===== config.mk =====
export PLATFORM = sky130hd
export DESIGN_NAME = ram_dp
export DESIGN_NICKNAME = d
export VERILOG_FILES = /design/src/rtl/ram_dp.sv
export SDC_FILE = /design/constraint.sdc
export NUM_CORES = 1
export LEC_CHECK = 0
export ABC_AREA = 0
export CAP_MARGIN = 20
export CORE_UTILIZATION = 35
export DETAILED_ROUTE_END_ITERATION = 16
export PLACE_DENSITY = 0.6
export SYNTH_ARGS = -nofsm -noshare
export SYNTH_HDL_FRONTEND = slang
export SYNTH_SLANG_ARGS = --single-unit

===== constraint.sdc =====
create_clock -name clk -period 2.21 [get_ports clk]
set_input_delay 0.3315 -clock clk [delete_from_list [all_inputs] [get_ports clk]]
set_output_delay 0.3315 -clock clk [all_outputs]
set_load 0.01 [all_outputs]

===== src/rtl/ram_dp.sv =====
// True dual-port synchronous RAM with per-lane write enables, selectable
// same-port read-during-write behaviour and an optional output register stage.
module ram_dp #(
  parameter int    DEPTH     = 4,
  parameter int    WIDTH     = 8,
  parameter int    BYTE_W    = 8,
  parameter int    RD_MODE   = 1,
  parameter int    OUT_REG   = 0,
  parameter string INIT_FILE = "",
  localparam int   LANES     = WIDTH / BYTE_W
) (
  input  logic             clk,
  input  logic             reset,
  input  logic             a_enable,
  input  logic [LANES-1:0] a_be,
  input  logic [DEPTH-1:0] a_address,
  input  logic [WIDTH-1:0] a_data_in,
  output logic [WIDTH-1:0] a_data_out,
  output logic             a_valid,
  input  logic             b_enable,
  input  logic [LANES-1:0] b_be,
  input  logic [DEPTH-1:0] b_address,
  input  logic [WIDTH-1:0] b_data_in,
  output logic [WIDTH-1:0] b_data_out,
  output logic             b_valid
);

  localparam int WORDS = 2 ** DEPTH;

  logic [WIDTH-1:0] r_mem [WORDS];

  function automatic logic [WIDTH-1:0] merge_lanes(
    input logic [WIDTH-1:0] base,
    input logic [WIDTH-1:0] data,
    input logic [LANES-1:0] mask
  );
    logic [WIDTH-1:0] word;
    word = base;
    for (int i = 0; i < LANES; i++) begin
      if (mask[i]) word[i*BYTE_W +: BYTE_W] = data[i*BYTE_W +: BYTE_W];
    end
    return word;
  endfunction

  logic             w_a_we, w_b_we;
  logic [LANES-1:0] w_a_mask, w_b_mask, w_a_mask_at_b, w_b_mask_at_a;
  logic [WIDTH-1:0] w_a_old, w_b_old, w_a_fin, w_b_fin;
  logic             w_a_rsp_vld, w_b_rsp_vld;
  logic [WIDTH-1:0] w_a_rsp_data, w_b_rsp_data;

  assign w_a_we   = a_enable && (a_be != '0) && !reset;
  assign w_b_we   = b_enable && (b_be != '0) && !reset;
  assign w_a_mask = w_a_we ? a_be : '0;
  assign w_b_mask = w_b_we ? b_be : '0;
  assign w_a_mask_at_b = (w_a_we && (a_address == b_address)) ? a_be : '0;
  assign w_b_mask_at_a = (w_b_we && (b_address == a_address)) ? b_be : '0;

  assign w_a_old = r_mem[a_address];
  assign w_b_old = r_mem[b_address];

  // Final stored word at each port's address: B lanes first, A overlays so A wins collisions.
  // On a same-address collision both expressions reduce to the same word.
  assign w_a_fin = merge_lanes(merge_lanes(w_a_old, b_data_in, w_b_mask_at_a), a_data_in, w_a_mask);
  assign w_b_fin = merge_lanes(merge_lanes(w_b_old, b_data_in, w_b_mask), a_data_in, w_a_mask_at_b);

  always_ff @(posedge clk) begin
    if (w_b_we) r_mem[b_address] <= w_b_fin;
    if (w_a_we) r_mem[a_address] <= w_a_fin;
  end

  always_comb begin
    w_a_rsp_vld  = 1'b0;
    w_a_rsp_data = w_a_old;
    if (a_enable) begin
      if (a_be == '0 || RD_MODE == 1) begin
        w_a_rsp_vld = 1'b1;
      end else if (RD_MODE == 2) begin
        w_a_rsp_vld  = 1'b1;
        w_a_rsp_data = w_a_fin;
      end
    end
  end

  always_comb begin
    w_b_rsp_vld  = 1'b0;
    w_b_rsp_data = w_b_old;
    if (b_enable) begin
      if (b_be == '0 || RD_MODE == 1) begin
        w_b_rsp_vld = 1'b1;
      end else if (RD_MODE == 2) begin
        w_b_rsp_vld  = 1'b1;
        w_b_rsp_data = w_b_fin;
      end
    end
  end

  // Stage 1: array read register; data holds when no response is produced
  logic [WIDTH-1:0] r_a_dout_p1, r_b_dout_p1;
  logic             r_a_vld_p1, r_b_vld_p1;

  always_ff @(posedge clk) begin
    if (reset) begin
      r_a_dout_p1 <= '0;
      r_b_dout_p1 <= '0;
      r_a_vld_p1  <= 1'b0;
      r_b_vld_p1  <= 1'b0;
    end else begin
      r_a_vld_p1 <= w_a_rsp_vld;
      r_b_vld_p1 <= w_b_rsp_vld;
      if (w_a_rsp_vld) r_a_dout_p1 <= w_a_rsp_data;
      if (w_b_rsp_vld) r_b_dout_p1 <= w_b_rsp_data;
    end
  end

  // Stage 2: optional output register, loaded only by a valid stage-1 word
  generate
    if (OUT_REG != 0) begin : g_out_reg
      logic [WIDTH-1:0] r_a_dout_p2, r_b_dout_p2;
      logic             r_a_vld_p2, r_b_vld_p2;

      always_ff @(posedge clk) begin
        if (reset) begin
          r_a_dout_p2 <= '0;
          r_b_dout_p2 <= '0;
          r_a_vld_p2  <= 1'b0;
          r_b_vld_p2  <= 1'b0;
        end else begin
          r_a_vld_p2 <= r_a_vld_p1;
          r_b_vld_p2 <= r_b_vld_p1;
          if (r_a_vld_p1) r_a_dout_p2 <= r_a_dout_p1;
          if (r_b_vld_p1) r_b_dout_p2 <= r_b_dout_p1;
        end
      end

      assign a_data_out = r_a_dout_p2;
      assign a_valid    = r_a_vld_p2;
      assign b_data_out = r_b_dout_p2;
      assign b_valid    = r_b_vld_p2;
    end else begin : g_no_out_reg
      assign a_data_out = r_a_dout_p1;
      assign a_valid    = r_a_vld_p1;
      assign b_data_out = r_b_dout_p1;
      assign b_valid    = r_b_vld_p1;
    end
  endgenerate

endmodule


== Word level (Yosys, flattened, before mapping) ==
Memory sizes are Yosys's and may differ from the RTL's.
Cells that the tools add are included.
Operators by class
  equality and inequality tests: 2
  mux-type cells: 14
  reductions and logical operators: 7
Operators by type and width (count)
  $mux W8: 4
  $mux W1: 10
  $eq A4 B4 Y1: 2
  $logic_and A1 B1 Y1: 6
  $logic_not A1 Y1: 1
Storage, ports and cells
  register bits: 18
  memory bits (writable): 128
  input bits: 30
  word-level logic and storage cells: 28
  memories kept: 1
Memory list
  r_mem: words 16, width 8, read ports 2, clocked after Yosys merged registers in 0, wr ports 2, RTL line 30  | logic [WIDTH-1:0] r_mem [WORDS];

== Longest topological paths before layout ==
  depth in word-level cells: 6
  mapped depth: 9

== Least setup slack after synthesis ==
No wires, ideal clock.
  kind: in2reg
  from: input port b_enable
  to: memory r_mem[4][0], enable pin
  library setup time: 0.384 ns
  arrival: 1.919 ns
  data required time: 1.826 ns
  setup slack: -0.093 ns
  cell stages on the path: 6
  buffers on the path: 2
  path through: buf_2 -> nor2b_1 -> and2_1 -> buf_2 -> nand3b_1 -> o21ai_0
RTL lines
  from (decl): RTL line 20  | input logic b_enable,
  to (decl): RTL line 30

==> impl_metrics.prom <==
# TYPE chip_impl_metric gauge
chip_impl_metric{name="io_pins",unit=""} 48
chip_impl_info{name="synth.largest_area_cell",value="edfxtp_1"} 1
chip_impl_metric{name="gr-usage-all-layers",unit="%"} 24.9
chip_impl_info{name="synthFlopType",value="edfxtp_1"} 1
chip_impl_info{name="hp-class",value="reg2reg"} 1
chip_impl_metric{name="final_layout_size_suffix_gt1_share",unit="%"} 31.3
chip_impl_metric{name="synthArstFlopShare",unit="%"} 0
chip_impl_metric{name="ys_types",unit=""} 42
chip_impl_metric{name="skew",unit="ps"} 7.99
chip_impl_metric{name="detail_route.wl_per_cell",unit="microns"} 27.1
chip_impl_info{name="critical_path.cell_chain",value="clkdlybuf4s50_1 -> nor2b_1 -> buf_6 -> a22o_1 -> nor3_1 -> a2111oi_4 -> buf_4 -> a2bb2oi_1"} 1
chip_impl_metric{name="ys_ff_latch",unit=""} 146
chip_impl_metric{name="die-width",unit="microns"} 159
chip_impl_metric{name="yosys_warnings",unit=""} 0
chip_impl_info{name="cts_tree",value="yes"} 1
chip_impl_metric{name="cp.required",unit="ps"} 2380
chip_impl_metric{name="gr-total-overflow",unit=""} 0
chip_impl_metric{name="routed_wirelength",unit="mm"} 31.2
chip_impl_metric{name="layout-area-overhead-vs-synth",unit="%"} 29.5
chip_impl_metric{name="cts-buffers-inserted",unit=""} 17
chip_impl_metric{name="drt_first_pass_iters",unit=""} 7
chip_impl_metric{name="report.final.slew_viol_count",unit=""} 0
chip_impl_metric{name="postLayoutCoreUtil",unit="%"} 46.2
chip_impl_metric{name="grt_start_max_net_pins",unit=""} 22
chip_impl_info{name="worst_setup_path_start_kind",value="primary input"} 1
chip_impl_metric{name="final_cells",unit=""} 1151
chip_impl_metric{name="timing.final.setup_violations",unit=""} 0
chip_impl_metric{name="finalNetCount",unit=""} 844
chip_impl_metric{name="insertedDiodeCount",unit=""} 0
chip_impl_metric{name="clock_latency",unit="ps"} 430
chip_impl_metric{name="via_count",unit=""} 7071
chip_impl_info{name="post_synth_main_area_contributors",value="edfxtp_1 (44%), a2bb2oi_1 (13%), mux4_2 (8.3%)"} 1
chip_impl_metric{name="ir_worst_vdd",unit="mV"} 0.545
chip_impl_metric{name="period_share",unit="%"} 99.0
chip_impl_metric{name="clock_path_buffers",unit=""} 2
chip_impl_metric{name="final_antenna_violating_net_count",unit=""} 0
chip_impl_metric{name="post-route-min-period",unit="ps"} 2190
chip_impl_metric{name="cts_clock_pin_slew_for_the_worst_setup_and_hold_paths",unit="ps"} 60
chip_impl_metric{name="fmaxAchievable",unit="GHz"} 0.457
chip_impl_metric{name="fp.dieArea",unit="sq um"} 25400
chip_impl_metric{name="postCtsSetupBuffers",unit=""} 0
chip_impl_metric{name="synth_seq_area_share",unit="%"} 48.4
chip_impl_metric{name="maximum_level_of_the_cts_h_tree",unit=""} 4
chip_impl_info{name="worst_path_max_delay_cell",value="clkdlybuf4s50_1"} 1
chip_impl_metric{name="post-route-drc-count",unit=""} 0
chip_impl_metric{name="buffer_ports.inserted",unit=""} 47
chip_impl_info{name="synth_top_cells_by_count",value="a2bb2oi_1 (128), edfxtp_1 (128), mux2i_1 (44)"} 1
chip_impl_metric{name="fin_total_pwr",unit="mW"} 7.33
chip_impl_metric{name="rows",unit=""} 57
chip_impl_metric{name="numPlacedInstances",unit=""} 1119
chip_impl_metric{name="initial_core_utilization",unit="%"} 35.7
chip_impl_metric{name="hold-worst-slack",unit="ps"} 495
chip_impl_metric{name="synth_enable_flop_cells",unit=""} 128
chip_impl_metric{name="grt_antenna_before_repair",unit=""} 0
chip_impl_metric{name="power.leakage",unit="nW"} 4.17
chip_impl_metric{name="place.gp.congestion",unit=""} 0.953
chip_impl_metric{name="yosysTopAreaCellShare",unit="%"} 44.3
chip_impl_metric{name="arrival",unit="ps"} 2360
chip_impl_metric{name="maxCapViolCount",unit=""} 0
chip_impl_metric{name="first_global_vias",unit=""} 7191
chip_impl_metric{name="timing_worst_slew_pin_value",unit="ps"} 790
chip_impl_metric{name="power_density_relative_to_cell_area",unit="nW/um^2"} 652
chip_impl_metric{name="drt_first_iter_violations",unit=""} 749
chip_impl_metric{name="grt_first_pass_wirelength",unit="mm"} 46.0
chip_impl_metric{name="syn-cell-area",unit="sq um"} 8680
chip_impl_info{name="endpoint_kind",value="flip-flop"} 1
chip_impl_metric{name="final_hold_viol_count",unit=""} 0
chip_impl_info{name="cts_root_buffer",value="clkbuf_16"} 1
chip_impl_metric{name="dp_hpwl",unit="mm"} 22.5
chip_impl_metric{name="max-slew-margin-rel",unit="%"} 47.2
chip_impl_info{name="outcome",value="completed"} 1
chip_impl_metric{name="critical_path.max_fanout",unit=""} 12
chip_impl_metric{name="syn-num-nets",unit=""} 690
chip_impl_metric{name="syn_area_per_cell",unit="sq um"} 13.1
chip_impl_metric{name="core_area",unit="sq um"} 24300
chip_impl_metric{name="synthesized_instance_count",unit=""} 660
chip_impl_metric{name="cp.buffers_inverters",unit=""} 3
chip_impl_metric{name="post_drt_via_cell_ratio",unit=""} 6.14
chip_impl_metric{name="count_of_clock_tree_sinks",unit=""} 146
chip_impl_info{name="cp_top_family",value="buffers and inverters"} 1
chip_impl_metric{name="critPathMaxStageDelay",unit="ps"} 530
chip_impl_metric{name="die-height",unit="microns"} 159
chip_impl_info{name="timing.setup.critical_path_class",value="in2reg"} 1
chip_impl_metric{name="timing.setup.tns",unit="ps"} 0
-- power by group --
part           total (mW)  internal (mW)  switching [mW]
logic                1.39          0.666           0.724
clock network        2.82           1.65            1.16
registers            3.13           3.10          0.0220
-- worst paths after layout --
| path | from | to | slack, ps | cells after the start |
|---|---|---|---|---|
| min | b_data_out[1] | b_data_out[1] | 490 | 2 |
| min reg2reg | b_data_out[1] | b_data_out[1] | 490 | 2 |
| max reg2reg | r_mem[15][5] | r_mem[13][5] | 80 | 6 |
| max | b_address[1] | r_mem[13][1] | 20 | 8 |
-- sequential cells by signal, summed over array words and instances, names as in the netlist --
signal	count
b_data_out	8
a_data_out	8
a_valid	1
r_mem	128
b_valid	1
-- worst min-delay path: stages (launching register included) --
cell and delay [ps]:
dfxtp_1 310, nor2_1 80, a211oi_1 50
-- cell families after synthesis --
logic type             synth area share, %
flip-flops                            48.4
XOR/XNOR                             0.404
AO/OA/AOI/OAI                         24.6
buffers and inverters                 4.87
multiplexers                          16.2
AND/OR/NAND/NOR                       5.47
-- placed cells by master (no fill, tap or decap), types with 3 or more instances in the layout --
cell             count
mux2i_1             44
clkdlybuf4s50_1     44
nand2_1             22
mux2_1              14
buf_12              24
clkinv_2             5
a22o_1              20
mux4_2              32
a2bb2oi_1          128
edfxtp_1           128
o22ai_1              3
nor2b_1              5
nand2b_1             4
a2111oi_4            8
o21ai_0             12
buf_6                8
a21oi_1             29
clkinvlp_4           4
clkinv_4             3
nor2_1              29
nor3_1              22
o21ai_1              4
buf_4              124
a22oi_1             16
o22ai_2              6
clkbuf_16           17
a211oi_1             8
dfxtp_1             18
mux2_4               6
and2_1               3
a21oi_2             11
-- area by class of cell --
| type | instances | area, sq um |
|---|---|---|
| clock inverters | 14 | 141 |
| clock buffers | 18 | 429 |
| fillers | 2169 | 13100 |
| well taps | 324 | 405 |
| multi-input cells | 446 | 4100 |
| inverters | 1 | 3.75 |
| repair buffers | 202 | 1960 |
| flip-flops and latches | 146 | 4200 |
-- layer usage --
layer  routed length (microns)  global-route usage, %  vias to the layer above
met4                      1040                   9.57                        0
li1                          -                      -                     3017
met3                      2610                   4.38                       66
met2                     14900                   40.6                      417
met5                         0                      0                        -
met1                     12600                   33.0                     3571
-- what timing repair did --
item,4_1_cts,5_1_grt
setup endpoints to repair,0,86
resized for setup,0,16
hold buffers,0,0
-- metrics by stage --
step,setup WS [ps],area (sq um)
2_1_floorplan,-90.0,8680
3_3_place_gp,-436,10600
3_5_place_dp,-445,10600
4_1_cts,5.36,11200
5_1_grt,-20.4,11200
6_report,21.1,11200
(Power assumes the default switching activity.)
